--- src/rtl/cp0_pkg.sv ---
// Shared CP0 definitions: register addresses, field positions, exception codes.
package cp0_pkg;
  localparam logic [4:0] ADDR_SR    = 5'd12;
  localparam logic [4:0] ADDR_CAUSE = 5'd13;
  localparam logic [4:0] ADDR_EPC   = 5'd14;
  localparam logic [4:0] ADDR_PRID  = 5'd15;

  localparam int SR_IE       = 0;
  localparam int SR_EXL      = 1;
  localparam int IM_LO       = 10;
  localparam int IM_HI       = 15;
  localparam int CAUSE_BD    = 31;
  localparam int EXC_LO      = 2;
  localparam int EXC_HI      = 6;

  localparam logic [31:0] SR_MASK    = 32'h0000_FC03;
  localparam logic [31:0] ALIGN_MASK = 32'hFFFF_FFFC;

  localparam logic [4:0] EXC_INT     = 5'd0;
  localparam logic [4:0] EXC_ADEL    = 5'd4;
  localparam logic [4:0] EXC_ADES    = 5'd5;
  localparam logic [4:0] EXC_SYSCALL = 5'd8;
  localparam logic [4:0] EXC_RI      = 5'd10;
  localparam logic [4:0] EXC_OV      = 5'd12;
endpackage

--- src/rtl/cp0_unit.sv ---
// Coprocessor-0: SR/Cause/EPC/PRId, zero-latency exception/interrupt request for the M stage.
module cp0_unit
  import cp0_pkg::*;
#(
  parameter logic [31:0] PRID_VAL = 32'h2023_0701,
  parameter logic [31:0] SR_RESET = 32'h0000_0000
) (
  input  logic        clk,
  input  logic        reset,
  input  logic [4:0]  A_rd,
  input  logic [4:0]  A_wr,
  input  logic [31:0] Din,
  input  logic        WE,
  input  logic [31:0] VPC,
  input  logic        BDIn,
  input  logic [4:0]  ExcCodeIn,
  input  logic        EXLClr,
  input  logic [5:0]  HWInt,
  output logic        Req,
  output logic [31:0] EPCOut,
  output logic [31:0] Dout
);
  logic [31:0] sr_q, sr_d;
  logic [31:0] epc_q, epc_d;
  logic        bd_q, bd_d;
  logic [5:0]  ip_q, ip_d;
  logic [4:0]  exc_q, exc_d;
  logic        int_req, exc_req;
  logic [31:0] vpc_al, din_al, cause;
  logic        epc_wr;

  assign vpc_al = VPC & ALIGN_MASK;
  assign din_al = Din & ALIGN_MASK;
  assign epc_wr = WE && (A_wr == ADDR_EPC);
  assign cause  = {bd_q, 15'd0, ip_q, 3'd0, exc_q, 2'd0};

  always_comb begin
    int_req = sr_q[SR_IE] & ~sr_q[SR_EXL] & (|(HWInt & sr_q[IM_HI:IM_LO]));
    exc_req = ~sr_q[SR_EXL] & (ExcCodeIn != EXC_INT);
    Req     = int_req | exc_req;
  end

  always_comb begin
    sr_d  = sr_q;
    epc_d = epc_q;
    bd_d  = bd_q;
    exc_d = exc_q;
    ip_d  = HWInt;
    if (Req) begin
      // The victim is cancelled, so any concurrent mtc0 is dropped.
      sr_d[SR_EXL] = 1'b1;
      bd_d         = BDIn;
      exc_d        = int_req ? EXC_INT : ExcCodeIn;
      epc_d        = BDIn ? vpc_al - 32'd4 : vpc_al;
    end else begin
      if (WE && A_wr == ADDR_SR) sr_d = Din & SR_MASK;
      if (epc_wr)                epc_d = din_al;
      if (EXLClr)                sr_d[SR_EXL] = 1'b0;
    end
  end

  always_ff @(posedge clk or negedge reset) begin
    if (!reset) begin
      sr_q  <= SR_RESET & SR_MASK;
      epc_q <= '0;
      bd_q  <= 1'b0;
      ip_q  <= '0;
      exc_q <= '0;
    end else begin
      sr_q  <= sr_d;
      epc_q <= epc_d;
      bd_q  <= bd_d;
      ip_q  <= ip_d;
      exc_q <= exc_d;
    end
  end

  always_comb begin
    case (A_rd)
      ADDR_SR:    Dout = sr_q;
      ADDR_CAUSE: Dout = cause;
      ADDR_EPC:   Dout = epc_q;
      ADDR_PRID:  Dout = PRID_VAL;
      default:    Dout = '0;
    endcase
  end

  // Forward an mtc0 EPC in M to an eret sitting in D.
  assign EPCOut = epc_wr ? din_al : epc_q;
endmodule

--- config.mk ---
export PLATFORM = sky130hd
export DESIGN_NAME = cp0_unit
export DESIGN_NICKNAME = d
export VERILOG_FILES = /design/src/rtl/cp0_pkg.sv /design/src/rtl/cp0_unit.sv
export SDC_FILE = /design/constraint.sdc
export NUM_CORES = 1
export LEC_CHECK = 0
export ABC_AREA = 1
export CAP_MARGIN = 20
export CORE_MARGIN = 5
export CORE_UTILIZATION = 25
export CTS_BUF_LIST = sky130_fd_sc_hd__clkbuf_4 sky130_fd_sc_hd__clkbuf_8
export CTS_CLUSTER_SIZE = 10
export DETAILED_ROUTE_END_ITERATION = 10
export PLACE_DENSITY_LB_ADDON = 0.08
export SLEW_MARGIN = 10
export SYNTH_ARGS = -nofsm -noshare
export SYNTH_HDL_FRONTEND = slang
export SYNTH_SLANG_ARGS = --single-unit
--- constraint.sdc ---
create_clock -name clk -period 2.55 [get_ports clk]
set_clock_uncertainty 0.1 [all_clocks]
set_input_delay 0.51 -clock clk [delete_from_list [all_inputs] [get_ports clk]]
set_output_delay 0.51 -clock clk [all_outputs]
set_load 0.1 [all_outputs]
# Word level (Yosys, flattened, before mapping)
# Index checks and enable logic that the tools add are counted.
# word_totals
reg_bits	52
input_bits	90
output_inout_bits	65
elab_cells	34
# classes
n_addsub	1
n_eq_ne	6
mux	8
n_bitwise	7
n_reduce_logical	6
# op_table
operator	n
one-hot mux 32 bit (4 select lines)	1
2-to-1 mux 32 bit	3
subtractor 32 x 3 -> 32 bit (second input constant)	1
equality test 5 x 4 -> 1 bit (second input constant)	6
bitwise AND 6 bit	1
OR reduction 6 bit	1
2-to-1 mux 5 bit	1
nonzero test 5 bit	1
bitwise AND 1 bit	3
nonzero test 3 bit	1
logical AND 1 bit	2
2-to-1 mux 1 bit	2
2-to-1 mux 2 bit	1
inverter 1 bit	2
AND reduction 2 bit	1
bitwise OR 1 bit	1

# Longest topological paths before layout
# depth
word_depth	6
ltp_mapped	12
ltp_nobuf	12

# Least setup slack after synthesis
# Ideal clock, no wire load.
# synth_path
kind	input port to output port
startpoint	input port WE
endpoint	output port EPCOut[10]
arrival_time_ps	3155
required_time_ps	1940
setup_slack_ps	-1215
stages	5
path_buffers	1
cell_sequence	inv_1 > nor3_2 > nand2_1 > buf_2 > o21ai_0
# synth_between
elab_chain_cells	2
# synth_rtl
element	line_no	text
from (decl)	cp0_unit.sv:13	input logic WE,
logical AND 1 bit	cp0_unit.sv:34	assign epc_wr = WE && (A_wr == ADDR_EPC);
2-to-1 mux 32 bit	--	
to (decl)	cp0_unit.sv:20	output logic [31:0] EPCOut,
# Every way passes these cells.

# Worst setup path in the final report
# layout_path
startpoint	input port A_rd[3]
endpoint	output port Dout[4]
# layout_between
elab_chain_cells	2
elab_cells_between_ends	5
cone_classes	4 x eq/ne; 1 x mux
# layout_rtl
element	line_no	text
from (decl)	cp0_unit.sv:10	input logic [4:0] A_rd,
equality test 5 x 4 -> 1 bit	cp0_unit.sv:79	case (A_rd)
one-hot mux 32 bit (4 select lines) *	cp0_unit.sv:79	
to (decl)	cp0_unit.sv:21	output logic [31:0] Dout
# Mark *: on every way between the ends. The rest lies on a longest branch, timed or not.

==> results.md <==
* Status: completed
* Unrepaired setup endpoints after global routing: true
* Worst Hold Class: in -> async
* CP Data Required Time at about 1900 ps
* Via density at about 4.3
* Max-cap violations at 0
* FF+latch area at around 1300 µm²
* Initial antenna violation count at 0
* First-pass GRT wire length at approximately 23000 µm
* CP endpoint kind: primary output
* CP Launch Type: input port
* Max Root-Sink Buffers at 2
* Setup CP Type: in -> out
* Gpl congestion at around 0.8
* Yosys synthesis warning count at 0
* FF+latch count, synth at 52
* Total Routing Usage GR at 16.3%
* Die extent in x at 132 µm
* WL per Instance at between 10 and 15 µm
* Antenna viol nets, final at 0
* Relative slew margins at approximately two thirds
* Async SR Flop Fraction at between 90% and 100%
* Yosys top cell by area: dfrtp_1
* Pre-antenna DRT Iters at 4
* H-tree depth at 2
* Via Count at around 4300
* Final WS setup at a little under 50 ps
* Setup Viol. Count Final at 0
* Starting DRT DRC Count at 240
* Post-synthesis sequential area ratio at roughly a third
* Overflow after GRT at 0
* Slew @ Worst Pin at 510 ps
* # rows at 44
* Synth Instances at 588
* Fin crit share at 98.1%
* Die Ht at approximately 130 µm
* Worst VDD drop at roughly 0.45 mV
* Static leakage at between 0.003 and 0.004 µW
* Synthesized netlist net count at approximately 680
* Netlist Area Pre-Place at 3700 µm²
* Top post-synthesis cells by area: dfrtp_1, nand2_1, inv_1
* Total CTS buffers at 5
* Pwr Density at a little under 1000 nW/µm²
* Number of synthesized flops with an enable pin at 0
* Reg2reg path depth at 9
* Layout area overhead at 87.6%
* Clock Pin Slew Worst Setup and Hold Paths at roughly 110 ps
* Final core occ at 47.8%
* Final wirelength at between 10000 and 15000 µm
* Count of filler cells inserted in the layout at 1479
* Cts hold-fix bufs at 0
* R2R Path Start: sr_q[13]$_DFFE_PN0P_
* Worst EP arrival at approximately 1900 ps
* CTS sink count at 52
* Worst reg2reg endpoint: epc_q[4]$_DFF_PN0_
* Largest net degree at the start of global routing at 37
* Main flop type after synthesis: dfrtp_1
* Core area at between 10000 and 15000 µm²
* Clock root cell: clkbuf_8
* Worst-Skew Late Latency at 310 ps
* Max Clock Freq at about 400 MHz
* R2r setup slk at 680 ps
* Final Max Tran Viols at 0
* Layout net count at a little under 900
* Ports at around 160
* Multi-input logic area at between 2000 and 2500 µm²
* Crit Path Max Fanout at 6
* CTS tree: built
* Residual DRC count at 0
* Final Hold Viols at 0
* Post-layout min period at about 2500 ps
* Starting Density at approximately a quarter
* DIE AREA at 17300 µm²
* DP Area at ~6600 µm²
* Avg Synthesized Cell Area at 6.29 µm²
* # diodes at 0
* Post-Place Worst Slack at -101 ps
* Vias in the first global route at approximately 4400
* Final Cell Area at slightly below 7000 µm²
* I/O Buffers at about 150
* Share of layout cells above drive strength 1 at between 20% and 30%
* Post-DP HPWL at 12000 µm
* Top cell type's share of synthesized area at a little over a third
* Count of cell types in the netlist at 31
per-stage QoR:
step | power [µW] | cells | hold slack (ps) | setup TNS [ps]
6_report | 6760 | 982 | 48.8 | 0
5_1_grt | 7110 | 982 | 94.1 | -126
4_1_cts | 6810 | 982 | 54.5 | 0
3_5_place_dp | 6210 | 963 | 374 | -1920
3_3_place_gp | 6190 | 963 | 370 | -1820
2_1_floorplan | 4140 | 588 | 114 | -6790
where the power goes:
part           leakage, µW  total [µW]  switching [µW]  internal (µW)
clock network    0.0000452         505             304            201
registers         0.000643        1280             130           1140
logic              0.00270        4980            3150           1830
placed cells by master, fill, tap and decap left out, types with 2 or more instances in the layout:
| cell type | instances |
|---|---|
| nor2_1 | 48 |
| xnor2_1 | 2 |
| nor3_1 | 3 |
| clkbuf_8 | 5 |
| nor3_2 | 2 |
| nand2_2 | 12 |
| nand3_2 | 5 |
| buf_6 | 3 |
| dfrtp_1 | 52 |
| a21oi_1 | 3 |
| o21ai_0 | 24 |
| inv_2 | 5 |
| nor2_4 | 6 |
| buf_12 | 72 |
| nor2_2 | 25 |
| o21ai_4 | 3 |
| buf_4 | 54 |
| nand2_4 | 5 |
| inv_1 | 67 |
| dlygate4sd2_1 | 6 |
| clkdlybuf4s50_1 | 80 |
| o21ai_1 | 11 |
| inv_6 | 2 |
| inv_4 | 2 |
| o21ai_2 | 18 |
| nand3b_1 | 2 |
| nand3_1 | 23 |
| xor2_1 | 6 |
| nand2_1 | 229 |
| nand4_1 | 11 |
what timing repair did:
| item | in CTS | in global routing |
|---|---|---|
| resized for setup | 27 | 20 |
| gates cloned | 1 | 0 |
| setup endpoints to repair | 39 | 28 |
| pin swaps | 5 | 0 |
| setup buffers | 10 | 0 |
critical path, stage by stage:
cell	delay, ps
clkdlybuf4s50_1	460
nand2_1	80
nor2_1	160
nand2_2	110
buf_4	190
o21ai_2	180
buf_12	200
registers in the layout (all words and copies together), names as in the netlist:
signal  flops
bd_q        1
epc_q      32
exc_q       5
ip_q        6
sr_q        8
cell type report:
type	instances	area share, %
Timing Repair Buffer	218	40.1
Multi-Input combinational cell	445	32.3
Sequential cell	52	18.7
Inverter	75	4.15
Tap cell	184	3.32
Clock buffer	5	0.991
Clock inverter	3	0.360
worst max path at each step:
stage                     startpoint         end  slack [ps]  cells past startpoint
final                        A_rd[3]     Dout[4]          50                      7
after global routing         A_rd[1]    Dout[31]         -30                      9
after CTS                    A_rd[3]     Dout[0]           4                      7
after detailed placement          WE  EPCOut[10]        -100                      7
after global placement            WE  EPCOut[10]        -110                      7
after floorplan                   WE  EPCOut[10]        -450                      5
cells in the mapped netlist, types with 2 or more instances:
library cell	n
inv_1	70
nor2_4	6
nand3_1	28
dfrtp_1	52
nor2_1	63
nor3_1	3
nand3b_1	2
xnor2_1	2
nand2_4	3
inv_2	3
o21ai_0	43
buf_2	7
nand2_2	4
nand4_1	11
nand2_1	239
a21oi_1	3
xor2_1	6
nor2_2	10
buf_4	7
clkbuf_1	2
nor3_2	2
o21ai_1	13
cell families (layout without fill, tap and decap cells):
logic type	after synthesis	after routing	synth area share [%]
adder cells (fa/ha/maj)	1	1	0.338
AO/OA/AOI/OAI	62	62	8.59
XOR/XNOR	8	8	1.89
buffers and inverters	91	301	10.2
AND/OR/NAND/NOR	374	374	43.8
flip-flops	52	52	35.2
routing by layer:
| layer | share of wire, % | up-vias | wire length [µm] | global-route usage [%] |
|---|---|---|---|---|
| met5 | 0 | - | 0 | 0 |
| met4 | 1.7 | 0 | 246 | 4.06 |
| met3 | 3.5 | 12 | 507 | 2.06 |
| met2 | 48 | 98 | 7010 | 27.7 |
| met1 | 47 | 1922 | 6800 | 21.9 |
| li1 | - | 2235 | - | - |
(Power assumes the default switching activity.)
